[src/rtl/scan_pkg.sv]
// scan_pkg: shared types and sizing constants for the sram_scan16 scanner.
// Sum support in the top is compiled in with the SCAN_SUM_EN macro.
package scan_pkg;

    // Scanner FSM states
    typedef enum logic [1:0] {
        IDLE = 2'd0,
        SCAN = 2'd1,
        DONE = 2'd2
    } scan_state_t;

    // Memory geometry seen by the scanner
    localparam int SCAN_DEPTH = 16;
    localparam int SCAN_WIDTH = 32;

    // Sum of 16 words of 32 bits needs 4 extra bits and can never overflow
    localparam int SCAN_SUM_W = 36;

endpackage

[src/rtl/word_sel16.sv]
// word_sel16: combinational 16:1 word mux over the flat memory image.
// Word i occupies bits [WIDTH*i +: WIDTH] of the bus.
module word_sel16
    import scan_pkg::*;
#(
    parameter int WIDTH = SCAN_WIDTH
) (
    input  logic [SCAN_DEPTH*WIDTH-1:0] mem,
    input  logic [3:0]                  idx,
    output logic [WIDTH-1:0]            word
);

    // Pick the addressed word out of the flat bus
    always_comb begin
        word = mem[idx*WIDTH +: WIDTH];
    end

endmodule

[src/rtl/sram_scan16.sv]
// sram_scan16: sequential max/index scanner over a 16-word flat memory bus.
// On start it visits one word per cycle (read live from mem), then pulses
// done and presents the maximum word and its lowest index. Defining
// SCAN_SUM_EN adds a running 36-bit sum and the sum output port.
module sram_scan16
    import scan_pkg::*;
#(
    parameter int WIDTH = SCAN_WIDTH,
    parameter int DEPTH = SCAN_DEPTH
) (
    input  logic                   clk,
    input  logic                   reset,
    input  logic                   start,
    input  logic [DEPTH*WIDTH-1:0] mem,
    output logic                   busy,
    output logic                   done,
    output logic [WIDTH-1:0]       max_val,
`ifdef SCAN_SUM_EN
    output logic [SCAN_SUM_W-1:0]  sum,
`endif
    output logic [3:0]             max_idx
);

    localparam logic [3:0] LAST_IDX = 4'(DEPTH - 1);

    scan_state_t      state;
    logic [3:0]       idx;
    logic [WIDTH-1:0] acc_max;
    logic [3:0]       acc_idx;
    logic [WIDTH-1:0] word;
    logic [WIDTH-1:0] nxt_max;
    logic [3:0]       nxt_idx;

`ifdef SCAN_SUM_EN
    logic [SCAN_SUM_W-1:0] acc_sum;
    logic [SCAN_SUM_W-1:0] nxt_sum;
`endif

    word_sel16 #(
        .WIDTH (WIDTH)
    ) u_sel (
        .mem  (mem),
        .idx  (idx),
        .word (word)
    );

    // Next accumulator values; strict compare keeps the lowest index on ties
    always_comb begin
        nxt_max = acc_max;
        nxt_idx = acc_idx;
        if (word > acc_max) begin
            nxt_max = word;
            nxt_idx = idx;
        end
`ifdef SCAN_SUM_EN
        nxt_sum = acc_sum + {{(SCAN_SUM_W-WIDTH){1'b0}}, word};
`endif
    end

    // FSM, accumulators and registered result/status outputs
    always_ff @(posedge clk) begin
        if (reset) begin
            state   <= IDLE;
            idx     <= '0;
            acc_max <= '0;
            acc_idx <= '0;
            busy    <= 1'b0;
            done    <= 1'b0;
            max_val <= '0;
            max_idx <= '0;
`ifdef SCAN_SUM_EN
            acc_sum <= '0;
            sum     <= '0;
`endif
        end else begin
            done <= 1'b0;
            case (state)
                IDLE: begin
                    if (start) begin
                        state   <= SCAN;
                        busy    <= 1'b1;
                        idx     <= '0;
                        acc_max <= '0;
                        acc_idx <= '0;
`ifdef SCAN_SUM_EN
                        acc_sum <= '0;
`endif
                    end
                end
                SCAN: begin
                    acc_max <= nxt_max;
                    acc_idx <= nxt_idx;
`ifdef SCAN_SUM_EN
                    acc_sum <= nxt_sum;
`endif
                    idx <= idx + 4'd1;
                    // Results are loaded from the next-values so the last word counts
                    if (idx == LAST_IDX) begin
                        state   <= DONE;
                        busy    <= 1'b0;
                        done    <= 1'b1;
                        max_val <= nxt_max;
                        max_idx <= nxt_idx;
`ifdef SCAN_SUM_EN
                        sum     <= nxt_sum;
`endif
                    end
                end
                DONE: begin
                    if (start) begin
                        state   <= SCAN;
                        busy    <= 1'b1;
                        idx     <= '0;
                        acc_max <= '0;
                        acc_idx <= '0;
`ifdef SCAN_SUM_EN
                        acc_sum <= '0;
`endif
                    end else begin
                        state <= IDLE;
                    end
                end
                default: begin
                    state <= IDLE;
                    busy  <= 1'b0;
                end
            endcase
        end
    end

endmodule

[config.mk]
export PLATFORM = sky130hd
export DESIGN_NAME = sram_scan16
export DESIGN_NICKNAME = d
export VERILOG_FILES = /design/src/rtl/scan_pkg.sv /design/src/rtl/word_sel16.sv /design/src/rtl/sram_scan16.sv
export SDC_FILE = /design/constraint.sdc
export NUM_CORES = 1
export LEC_CHECK = 0
export BUFFER_PORTS_ARGS = -buffer_cell sky130_fd_sc_hd__clkbuf_2
export CAP_MARGIN = 20
export CORE_AREA = 2 2 218 220
export CTS_CLUSTER_DIAMETER = 200
export DETAILED_ROUTE_END_ITERATION = 6
export DIE_AREA = 0 0 220 222
export SLEW_MARGIN = 20
export SYNTH_ARGS = -nofsm -noshare
export SYNTH_HDL_FRONTEND = slang
export SYNTH_SLANG_ARGS = --single-unit
[constraint.sdc]
create_clock -name clk -period 3.8 [get_ports clk]
set_input_delay 0.57 -clock clk [delete_from_list [all_inputs] [get_ports clk]]
set_output_delay 0.57 -clock clk [all_outputs]
set_load 0.01 [all_outputs]
After elaboration in Yosys (flattened, before gate mapping)
Index checks and enable logic that the tools add are counted.
{"block": "word_totals", "reg_bits": 80, "input_bits": 515, "out_inout_bits": 38}
{"block": "classes", "add_sub_neg": 1, "order_cmp": 1, "n_eq_ne": 6, "shifts": 1, "muxes": 15, "bitwise": 1, "reduce_logical": 8}
{"op": "512-bit by 10-bit indexed part select with 32-bit output", "n": 1}
{"op": "32-bit two-way mux", "n": 2}
{"op": "32-bit one-hot mux with 2 select lines", "n": 1}
{"op": "32-bit > comparator", "n": 1}
{"op": "4-bit one-hot mux with 2 select lines", "n": 2}
{"op": "4-bit two-way mux", "n": 2}
{"op": "2-bit AND reduction", "n": 4}
{"op": "2-bit one-hot mux with 3 select lines", "n": 1}
{"op": "4-bit by 1-bit adder with 4-bit output (second input constant)", "n": 1}
{"op": "4-bit == test (second input constant)", "n": 1}
{"op": "1-bit two-way mux", "n": 4}
{"op": "2-bit two-way mux", "n": 2}
{"op": "2-bit != test (second input constant)", "n": 2}
{"op": "2-bit OR reduction", "n": 2}
{"op": "2-bit by 1-bit == test with 1-bit output (second input constant)", "n": 1}
{"op": "2-bit == test (second input constant)", "n": 1}
{"op": "2-bit zero test", "n": 1}
{"op": "2-bit by 1-bit != test with 1-bit output (second input constant)", "n": 1}
{"op": "1-bit one-hot mux with 2 select lines", "n": 1}
{"op": "2-bit nonzero test", "n": 1}
{"op": "1-bit inverter", "n": 1}

Depth between registers and ports, before layout
{"block": "depth", "ltp_word": 4, "ltp_mapped": 16, "depth_no_buf": 10}

Modules after synthesis
From an unflattened synthesis, not the netlist that was laid out.
{"block": "unflattened", "hier_cells": 743, "area_unflattened_um2": 7977.7}
{"module": "sram_scan16", "n_inst": 1, "cells_each": 472, "area_each_um2": 4249.1, "seq_area_each_um2": 1601.5}
{"module": "word_sel16", "n_inst": 1, "cells_each": 271, "area_each_um2": 3728.6, "seq_area_each_um2": 0.0}

Worst setup path after synthesis
OpenSTA, ideal clock, no wires.
{"block": "synth_path", "path_type": "register to register", "startpoint": "register idx[0]", "endpoint": "register max_val[22]", "setup_time_ns": 0.122, "arrival_time_ns": 3.828, "t_required_ns": 3.678, "slack_ns": -0.150, "path_stages_with_launch": 14, "n_path_buf": 4, "path_cell_list": "dfxtp_1 -> buf_6 -> clkbuf_1 -> mux4_2 -> mux4_2 -> ha_1 -> nand4_1 -> or4_1 -> nor2b_1 -> a31oi_1 -> or2_1 -> buf_4 -> buf_6 -> o311a_1"}
{"block": "synth_via", "elab_chain_len": 3, "elab_cells_between_ends": 5, "classes_between": "1 x order compare; 1 x eq/ne; 1 x shift; 1 x mux; 1 x reduce/logical"}
{"item": "start: declaration", "line_no": "sram_scan16.sv:27", "rtl": "logic [3:0] idx;"}
{"item": "start signal: assignment", "line_no": "sram_scan16.sv:96", "rtl": "idx <= idx + 4'd1;"}
{"item": "512-bit by 10-bit indexed part select with 32-bit output", "line_no": "word_sel16.sv:15", "rtl": "word = mem[idx*WIDTH +: WIDTH];"}
{"item": "32-bit > comparator", "line_no": "sram_scan16.sv:51", "rtl": "if (word > acc_max) begin"}
{"item": "32-bit two-way mux", "line_no": "sram_scan16.sv:51"}
{"item": "end signal: assignment", "line_no": "sram_scan16.sv:102", "rtl": "max_val <= nxt_max;"}
{"item": "end: declaration", "line_no": "sram_scan16.sv:17", "rtl": "output logic [WIDTH-1:0] max_val,"}
Parallel ways exist; a longest one is shown, timed or not.
A chain may end at the register's enable or synchronous reset.

Worst setup path after layout
{"block": "layout_path", "startpoint": "register idx[0]", "endpoint": "register max_val[23]"}
Same word-level chain as after synthesis.

==> impl_metrics.ini <==
[run_status]
status = finished, violations left
violations = setup timing

[grt]
grt_pass1_vias = 9742
overflow = 0
grt_max_degree = 67
grt_pass1_wl_um = 69300
grt_util_all_layers_pct = 19.8
grt_antenna_before_repair = 24

[place]
gp_congestion = 0.923
hpwl_um = 42000
io_buffer_count = 552

[power_and_ir_drop]
ir_drop_mv = 0.219
cellPowerDensity_nw_per_um2 = 236
power.total_mw = 3.19
power_leakage_nw = 5.91

[clock_tree]
ctsLongestPathBuffers = 2
htree_levels = 3
clk_pin_slew_worst_paths_ps = 70
numCtsBuffers = 9
insertion_delay_ps = 350
clkSinkCount = 80
cts_root_buf = clkbuf_16
cts_tree = yes

[setup_path]
regToRegSetupSlack_ps = -240
crit_fanout = 17
cpPeakStageDelay_ps = 580
crit_required_ps = 4030
critical_path_class = register to register
path_delay_family = multiplexers
cp_num_cells = 13
r2r_cells = 13
crit_end = max_val[23]
rr_endpoint = max_val[23]
worstPathArrival_ps = 4270
reg2reg_from = idx[0]
end_kind = register
worst_setup_path_startpoint = idx[0]
start_kind = register
cp_cell_sequence = buf_12 -> buf_4 -> mux4_2 -> mux4_2 -> ha_4 -> nor2b_1 -> o211ai_1 -> a2111oi_2 -> buf_4 -> o31a_4 -> or2_4 -> buf_12 -> o311a_1
crit_buf_inv = 4
slowest_stage = mux4_2

[hold_path]
hold_class = register to register

[job]
cap_violations = 0

[logic_synthesis]
synthTopCellsByArea = mux4_2 (43%), dfxtp_1 (19%), ha_1 (5.0%)
synthesis.nets = 1297
netlist_area_um2 = 8300
yosys_warnings = 0
netlist.area_leader.share_pct = 43.4
syn_inst = 749
yosysMostFrequentCell = mux4_2
synth_top_area_cell = mux4_2
synth_edf_count = 0
synth_async_sr_flop_share_pct = 0
synth_top_flop_cell = dfxtp_1
ys_types = 40
yosys-top-cells-count = mux4_2 (160), nor2_1 (108), dfxtp_1 (80), nand2_1 (44), clkbuf_1 (42)
avgSynthCellArea_um2 = 11.1
ys_seq_area_share_pct = 19.3
ys_seq_elements = 80

[floorplan]
coreArea_um2 = 46300
initial_core_util_pct = 17.9
die_h_um = 222
dieArea_um2 = 48800
ioPinCount = 553
rows = 79
die_w_um = 220

[routing]
wl_met1_um = 21800
routed.top_layer = met5
wl_per_cell_um = 25.0
final_antenna_net_count = 0
drc = 0
vias = 9398
first_pass_iters = 7
drt_wl_total_um = 49800
vias_per_cell = 4.72
met2_length_um = 23800
met3WireLength_um = 3510
dr.first_iter.drc_count = 685

[final_layout]
layout-area-overhead-vs-synth_pct = 63.4
nNetsFinal = 1925
drive_above_1_share_pct = 66.1

[sta]
slew_headroom_pct = 56.5
worst_pin_slew_ps = 652
min_period_ps = 4040
setup_viol = 72
final-max-slew-violation-count = 0
clock_skew_ps = 11.7
hold_viol_final = 0
holdWs_ps = 478
period_share_pct = 106
rsz0062_at_grt = true
fin_ws_ps = -239
tns_ps = -13640
fmax_ghz = 0.248
sequential cells by signal, summed over array words and instances, names as in the netlist:
name     flops
max_val     32
max_idx      4
state        2
done         1
acc_idx      4
busy         1
acc_max     32
idx          4
worst min-delay path, stage by stage (launching register included):
cell and delay [ps]:
dfxtp_1 320, nand2_1 60, mux2i_1 50
layout by cell type, fill, tap and decap left out, types with 25 or more instances in the layout:
cell      Yosys  final
buf_4         1     99
clkbuf_2      0    552
dfxtp_1      80     76
inv_1        34     33
mux2i_1      37     37
mux4_2      160    160
nand2_1      44     43
nand2b_1     37     37
nor2_1      108    106
o21ai_0      26     25
o311a_1      31     31
cell type report:
class	count	area, um2
repair buffers	696	4290
diodes	4	10.0
multi-input cells	556	6450
clock buffers	10	250
inverters	34	128
flip-flops and latches	80	1610
clock inverters	6	53.8
fillers	4861	32700
well taps	607	759
worst min-delay path by stage:
stage	from	end	slack, ps	depth (start not counted)
after CTS	acc_idx[0]	acc_idx[0]	480	2
after global placement	acc_idx[1]	acc_idx[1]	450	2
after detailed placement	acc_idx[0]	acc_idx[0]	460	2
final	acc_idx[0]	acc_idx[0]	480	2
after floorplan	acc_idx[1]	acc_idx[1]	440	2
after global routing	acc_idx[0]	acc_idx[0]	490	2
stage by stage:
stage	std cells	utilization (%)	worst slack, ps	area, um2
detailed placement	1935	26.8	-297	12400
global route	1989	29.3	-359	13500
global placement	1935	26.8	-269	12400
finish	1993	29.3	-239	13600
CTS	1978	28.8	-214	13300
floorplan	749	-	13.7	8310
cell families after synthesis:
| group | share of synthesized area (%) |
|---|---|
| buf+inv | 7.00 |
| simple gates | 12.1 |
| mux | 47.9 |
| compound gates | 8.73 |
| flops | 19.3 |
| fa+ha+maj | 4.98 |
report_power, final:
group          switching [mW]  internal (mW)
clock network           0.406          0.497
logic                   0.592          0.809
registers              0.0276          0.862
routing by layer:
metal  vias up  GRT usage, %
met1      4707          26.9
met4        20          2.77
met5         -             0
li1       4198             -
met2       429          33.0
met3        44          4.03
timing repair:
item / CTS / global route
hold buffers: 0 / 0
setup endpoints to repair: 72 / 72
pin swaps: 14 / 12
gates cloned: 6 / 2
setup buffers: 22 / 13
gates resized for setup: 57 / 24
No activity file was read; power rests on OpenSTA's default activity.
